**src/rtl/fft_stage_controller_if.sv**
```systemverilog
// rtl/fft_stage_controller_if.sv - handshake and strobe bundle of the FFT stage sequencer
interface fft_stage_controller_if;
    logic       start;
    logic       in_valid;
    logic       ob_done;
    logic       busy;
    logic       in_ready;
    logic [3:0] stage;
    logic [4:0] beat;
    logic       rd_en;
    logic       wr_en;
    logic [4:0] wr_beat;
    logic [6:0] tw_base;
    logic       ob_load;
    logic       done;

    modport master (
        output start, in_valid, ob_done,
        input  busy, in_ready, stage, beat, rd_en, wr_en, wr_beat, tw_base, ob_load, done
    );

    modport slave (
        input  start, in_valid, ob_done,
        output busy, in_ready, stage, beat, rd_en, wr_en, wr_beat, tw_base, ob_load, done
    );
endinterface

```
**src/rtl/fft_stage_controller.sv**
```systemverilog
// rtl/fft_stage_controller.sv - LOAD / 8 butterfly stages / UNLOAD sequencer for the 256-point FFT
module fft_stage_controller #(
    parameter int N_POINTS  = 256,
    parameter int LOG2N     = 8,
    parameter int LANES     = 8,
    parameter int STAGE_LAT = 3
) (
    input  logic                   clk,
    input  logic                   reset,
    fft_stage_controller_if.slave  bus
);
    localparam logic [4:0] LAST_BEAT  = 5'(N_POINTS / LANES - 1);
    localparam logic [3:0] LAST_STAGE = 4'(LOG2N - 1);
    localparam int         HALF_LANES = LANES / 2;
    localparam int         DC_W       = $clog2(STAGE_LAT + 1);
    localparam logic [DC_W-1:0] LAST_DRAIN = DC_W'(STAGE_LAT - 1);

    typedef enum logic [2:0] {
        S_IDLE, S_LOAD, S_COMPUTE, S_DRAIN, S_UNLOAD, S_DONE
    } state_t;

    state_t                state;
    logic                  busy_q;
    logic                  in_ready_q;
    logic                  rd_en_q;
    logic                  done_q;
    logic [3:0]            stage_q;
    logic [4:0]            beat_q;
    logic [DC_W-1:0]       drain_cnt;
    logic [STAGE_LAT-1:0]  wr_pipe;
    logic [4:0]            beat_pipe [STAGE_LAT];

    // Frame sequencer: one state per cycle, all strobes registered here
    always_ff @(posedge clk or posedge reset) begin
        if (reset) begin
            state      <= S_IDLE;
            busy_q     <= 1'b0;
            in_ready_q <= 1'b0;
            rd_en_q    <= 1'b0;
            done_q     <= 1'b0;
            stage_q    <= '0;
            beat_q     <= '0;
            drain_cnt  <= '0;
        end else begin
            done_q <= 1'b0;
            case (state)
                S_IDLE: begin
                    if (bus.start) begin
                        state      <= S_LOAD;
                        busy_q     <= 1'b1;
                        in_ready_q <= 1'b1;
                        beat_q     <= '0;
                    end
                end
                S_LOAD: begin
                    if (bus.in_valid) begin
                        if (beat_q == LAST_BEAT) begin
                            state      <= S_COMPUTE;
                            in_ready_q <= 1'b0;
                            rd_en_q    <= 1'b1;
                            stage_q    <= '0;
                            beat_q     <= '0;
                        end else begin
                            beat_q <= beat_q + 5'd1;
                        end
                    end
                end
                S_COMPUTE: begin
                    if (beat_q == LAST_BEAT) begin
                        state     <= S_DRAIN;
                        rd_en_q   <= 1'b0;
                        drain_cnt <= '0;
                        beat_q    <= '0;
                    end else begin
                        beat_q <= beat_q + 5'd1;
                    end
                end
                S_DRAIN: begin
                    // Stage only advances after the last in-place write of this stage has landed
                    if (drain_cnt == LAST_DRAIN) begin
                        if (stage_q == LAST_STAGE) begin
                            state   <= S_UNLOAD;
                            stage_q <= '0;
                        end else begin
                            state   <= S_COMPUTE;
                            stage_q <= stage_q + 4'd1;
                            beat_q  <= '0;
                            rd_en_q <= 1'b1;
                        end
                    end else begin
                        drain_cnt <= drain_cnt + 1'b1;
                    end
                end
                S_UNLOAD: begin
                    if (bus.ob_done) begin
                        state  <= S_DONE;
                        done_q <= 1'b1;
                    end
                end
                S_DONE: begin
                    if (bus.start) begin
                        state      <= S_LOAD;
                        in_ready_q <= 1'b1;
                        beat_q     <= '0;
                    end else begin
                        state  <= S_IDLE;
                        busy_q <= 1'b0;
                    end
                end
                default: state <= S_IDLE;
            endcase
        end
    end

    // Write-side delay line: read strobe and beat re-emerge STAGE_LAT cycles later
    always_ff @(posedge clk or posedge reset) begin
        if (reset) begin
            wr_pipe <= '0;
            for (int i = 0; i < STAGE_LAT; i++) beat_pipe[i] <= '0;
        end else begin
            wr_pipe[0]   <= rd_en_q;
            beat_pipe[0] <= beat_q;
            for (int i = 1; i < STAGE_LAT; i++) begin
                wr_pipe[i]   <= wr_pipe[i-1];
                beat_pipe[i] <= beat_pipe[i-1];
            end
        end
    end

    assign bus.busy     = busy_q;
    assign bus.in_ready = in_ready_q;
    assign bus.rd_en    = rd_en_q;
    assign bus.done     = done_q;
    assign bus.stage    = stage_q;
    assign bus.beat     = beat_q;
    assign bus.wr_en    = wr_pipe[STAGE_LAT-1];
    assign bus.wr_beat  = beat_pipe[STAGE_LAT-1];
    // Stage is held through the drain, so the delayed write needs no stage copy
    assign bus.ob_load  = wr_pipe[STAGE_LAT-1] & (stage_q == LAST_STAGE);
    // Butterfly index j = beat*LANES/2, shifted at 11 bits, kept modulo N_POINTS/2
    assign bus.tw_base  = 7'((11'(beat_q) * 11'(HALF_LANES)) << stage_q);
endmodule

```
**src/flat_wrapper.sv**
```systemverilog
// flat-port wrapper written by rule: the top's interface ports become plain ports
module fft_stage_controller_flat 
#(
    parameter int N_POINTS  = 256,
    parameter int LOG2N     = 8,
    parameter int LANES     = 8,
    parameter int STAGE_LAT = 3
)
  (clk, reset, bus_start, bus_in_valid, bus_ob_done, bus_busy, bus_in_ready, bus_stage, bus_beat, bus_rd_en, bus_wr_en, bus_wr_beat, bus_tw_base, bus_ob_load, bus_done);
  fft_stage_controller_if bus_i ();
  input  logic clk;
  input  logic reset;
  input wire logic [$bits(bus_i.start)-1:0] bus_start;
  input wire logic [$bits(bus_i.in_valid)-1:0] bus_in_valid;
  input wire logic [$bits(bus_i.ob_done)-1:0] bus_ob_done;
  output wire logic [$bits(bus_i.busy)-1:0] bus_busy;
  output wire logic [$bits(bus_i.in_ready)-1:0] bus_in_ready;
  output wire logic [$bits(bus_i.stage)-1:0] bus_stage;
  output wire logic [$bits(bus_i.beat)-1:0] bus_beat;
  output wire logic [$bits(bus_i.rd_en)-1:0] bus_rd_en;
  output wire logic [$bits(bus_i.wr_en)-1:0] bus_wr_en;
  output wire logic [$bits(bus_i.wr_beat)-1:0] bus_wr_beat;
  output wire logic [$bits(bus_i.tw_base)-1:0] bus_tw_base;
  output wire logic [$bits(bus_i.ob_load)-1:0] bus_ob_load;
  output wire logic [$bits(bus_i.done)-1:0] bus_done;
  assign bus_i.start = bus_start;
  assign bus_i.in_valid = bus_in_valid;
  assign bus_i.ob_done = bus_ob_done;
  assign bus_busy = bus_i.busy;
  assign bus_in_ready = bus_i.in_ready;
  assign bus_stage = bus_i.stage;
  assign bus_beat = bus_i.beat;
  assign bus_rd_en = bus_i.rd_en;
  assign bus_wr_en = bus_i.wr_en;
  assign bus_wr_beat = bus_i.wr_beat;
  assign bus_tw_base = bus_i.tw_base;
  assign bus_ob_load = bus_i.ob_load;
  assign bus_done = bus_i.done;
  fft_stage_controller #(.N_POINTS(N_POINTS), .LOG2N(LOG2N), .LANES(LANES), .STAGE_LAT(STAGE_LAT)) u_core (.clk(clk), .reset(reset), .bus(bus_i));
endmodule
```
**config.mk**
```make
export PLATFORM = sky130hd
export DESIGN_NAME = fft_stage_controller_flat
export DESIGN_NICKNAME = d
export VERILOG_FILES = /design/src/rtl/fft_stage_controller_if.sv /design/src/rtl/fft_stage_controller.sv /design/src/flat_wrapper.sv
export SDC_FILE = /design/constraint.sdc
export NUM_CORES = 1
export LEC_CHECK = 0
export ABC_AREA = 1
export ABC_CLOCK_PERIOD_IN_PS = 1750
export CAP_MARGIN = 5
export CORE_MARGIN = 4
export CORE_UTILIZATION = 30
export CTS_CLUSTER_SIZE = 28
export DETAILED_ROUTE_END_ITERATION = 7
export GPL_TIMING_DRIVEN = 0
export PLACE_DENSITY = 0.52
export SLEW_MARGIN = 10
export SYNTH_ARGS = -nofsm -noshare
export SYNTH_HDL_FRONTEND = slang
export SYNTH_SLANG_ARGS = --single-unit
```
**constraint.sdc**
```tcl
create_clock -name clk -period 1.75 [get_ports clk]
set_clock_uncertainty 0.1 [all_clocks]
set_input_delay 0.175 -clock clk [delete_from_list [all_inputs] [get_ports clk]]
set_output_delay 0.175 -clock clk [all_outputs]
set_load 0.03 [all_outputs]
```
==> impl_metrics.tcl <==
set metrics [dict create \
    grt_pass1_wl_um 6420 \
    worstMarginPinSlew_ns 0.753 \
    max_freq_mhz 584 \
    routabilityCongestion 0.748 \
    p_per_area_nw_per_um2 1560 \
    max_slew_margin 0.497 \
    placed_cells 311 \
    cts_made_buffers 5 \
    io_pins 32 \
    viasPerCell 4.45 \
    synthAdderAreaFrac 0.0278 \
    cts_buffer_depth 2 \
    max-cap-violations 0 \
    grt_max_degree 37 \
    hold_viol_final 0 \
    htreeDepth 2 \
    first_pass_iters 4 \
    die_area_um2 7310 \
    slew_violations 0 \
    die_h_um 85.5 \
    critPathLaunchType "flip-flop" \
    worstSetupEndpointType "output port" \
    power_leakage_nw 1.24 \
    chipWidth_um 85.5 \
    hp-class "input pin to asynchronous set/reset pin" \
    detail_route.wl_per_cell_um 11.3 \
    synth_compound_area_frac 0.0549 \
    drc 0 \
    critPathKind "flip-flop to output port" \
    synth_top_area_frac 0.500 \
    outcome "completed" \
    portBuffers 29 \
    worstPathArrival_ns 1.44 \
    synth_largest_area_cell "dfrtp_1" \
    synth_cells 209 \
    mostFrequentLayoutCell "nand2_1" \
    fin_area_um2 2430 \
    rsz0062_at_grt "true" \
    synthXorXnorAreaFrac 0 \
    drtAntennaViolNets 0 \
    vias 1463 \
    wl_um 3720 \
    ys_types 25 \
    fin_util 0.429 \
    initial_core_util 0.317 \
    clk_pin_slew_worst_paths_ns 0.07 \
    worst_ep_required_time_ns 1.47 \
    n_antenna_cell 0 \
    totalPowerFinal_mw 3.80 \
    synth_seq_cells 36 \
    grtUsageTotal 0.109 \
    synth.cell_area_um2 1800 \
    first_iter_violations 34 \
    tritoncts "done" \
    synth_top_family_by_area "simple AND/OR/NAND/NOR gates" \
    synth_area_per_cell_um2 8.62 \
    drive_above_1_share 0.339 \
    ir_drop_mv 0.580 \
    setup_violations 0 \
    fin_nets 265 \
    grt_pass1_vias 1294 \
    rows 27 \
    antenna_found_initial 0 \
    min_period_ns 1.71 \
    ys_seq_area_frac 0.500 \
    grt_overflow 0 \
    final_cell_mix "42 x nand2_1, 29 x dfrtp_1, 23 x nand3_1" \
    ys_warn_count 0 \
    placed_area_um2 2200 \
    period_share 0.979 \
    final_cells 329 \
    place_hpwl_um 2590 \
    syn_to_final_growth_pct 35.1 \
    synth.area.top_cells "dfrtp_1 50%, nand2_1 9.4%, nand3_1 6.7%" \
    synthSimpleGateAreaFrac 0.321 \
    crit_fanout 9 \
    coreArea_um2 5680 \
    cts_sinks 36 \
    fillCellCount 595 \
    clk_latency_ns 0.29 \
    synth_mux_area_frac 0 \
    hold_slack_ns 0.243 \
    cts_root_buf "clkbuf_8" \
]
## worst max-delay path, cell delays in order, from the launching register on
cell     delay (ns)
dfrtp_2        0.42
buf_8          0.14
nand2_1        0.06
o21ai_2        0.08
a21oi_2        0.08
nor3_2         0.19
buf_4          0.18
## layer usage
| layer | track usage | vias to the layer above | part of all wire |
|---|---|---|---|
| met1 | 0.153 | 664 | 0.51 |
| li1 | - | 759 | - |
| met3 | 0.0269 | 6 | 0.048 |
| met5 | 0 | - | 0 |
| met4 | 0.0475 | 0 | 0.020 |
| met2 | 0.160 | 34 | 0.42 |
## report_power, final
| part | internal (mW) | switching (mW) | leakage, nW | total [mW] |
|---|---|---|---|---|
| registers | 1.06 | 0.149 | 0.459 | 1.21 |
| logic | 0.779 | 1.22 | 0.737 | 2.00 |
| clock network | 0.277 | 0.314 | 0.0479 | 0.592 |
## per-stage QoR
step	worst slack [ns]	setup TNS [ns]
4_1_cts	-0.0432	-0.0432
3_3_place_gp	-0.388	-8.73
3_5_place_dp	-0.389	-1.83
6_report	0.0371	0
5_1_grt	-0.0666	-0.185
2_1_floorplan	-0.0155	-0.0155
## Yosys cell counts, drive strengths merged
| cell type | n |
|---|---|
| nand4 | 6 |
| ha | 4 |
| nor2 | 22 |
| dfrtp | 36 |
| o21ai | 15 |
| a21oi | 2 |
| o22ai | 1 |
| conb | 1 |
| nor3b | 1 |
| nand2 | 55 |
| inv | 27 |
| nand3 | 27 |
| buf | 9 |
| or2 | 1 |
| nor3 | 1 |
| clkbuf | 1 |
## layout make-up
| type | count | area (um2) | area share |
|---|---|---|---|
| Tap cell | 72 | 90.1 | 0.0370 |
| Buffer | 10 | 80.1 | 0.0329 |
| Clock buffer | 5 | 68.8 | 0.0283 |
| Timing Repair Buffer | 39 | 353 | 0.145 |
| Multi-Input combinational cell | 137 | 812 | 0.334 |
| Inverter | 27 | 101 | 0.0416 |
| Sequential cell | 36 | 910 | 0.374 |
| Clock inverter | 3 | 18.8 | 0.00771 |
## cells by family (layout without fill, tap and decap cells)
| group | after synthesis | after routing |
|---|---|---|
| and+or+nand+nor | 113 | 113 |
| buffers and inverters | 37 | 84 |
| DFF | 36 | 36 |
| AOI/OAI and AO/OA | 18 | 18 |
| adders and majority gates | 4 | 4 |
| other | 1 | 2 |
## path summary, 6_finish.rpt
path	end	from	depth (start not counted)	slack (ns)
setup reg to reg	u_core.bus.rd_en	u_core.bus.beat[1]	11	0.08
max in group asynchronous	u_core.bus.stage[0]	reset	2	0.78
hold reg to reg	u_core.bus.wr_beat[1]	u_core.beat_pipe[6]	0	0.25
setup / recovery	bus_tw_base[6]	u_core.bus.stage[0]	6	0.04
min in group clk	u_core.bus.wr_beat[1]	u_core.beat_pipe[6]	0	0.25
hold / removal	u_core.wr_pipe[2]	reset	2	0.24
## registers in the layout, summed over array words and instances (netlist names)
| name | flops |
|---|---|
| u_core.beat_pipe | 10 |
| u_core.bus.beat | 5 |
| u_core.bus.wr_beat | 5 |
| u_core.bus.stage | 4 |
| u_core.state | 3 |
| u_core.wr_pipe | 3 |
| u_core.drain_cnt | 2 |
| u_core.bus.busy | 1 |
| u_core.bus.done | 1 |
| u_core.bus.in_ready | 1 |
| u_core.bus.rd_en | 1 |
## repair_timing
item / in CTS / in global routing
pin swaps: 2 / 6
setup buffers: 5 / 5
hold buffers: 0 / 0
gates resized for setup: 46 / 26
setup endpoints to repair: 15 / 20
(Power assumes the default switching activity.)
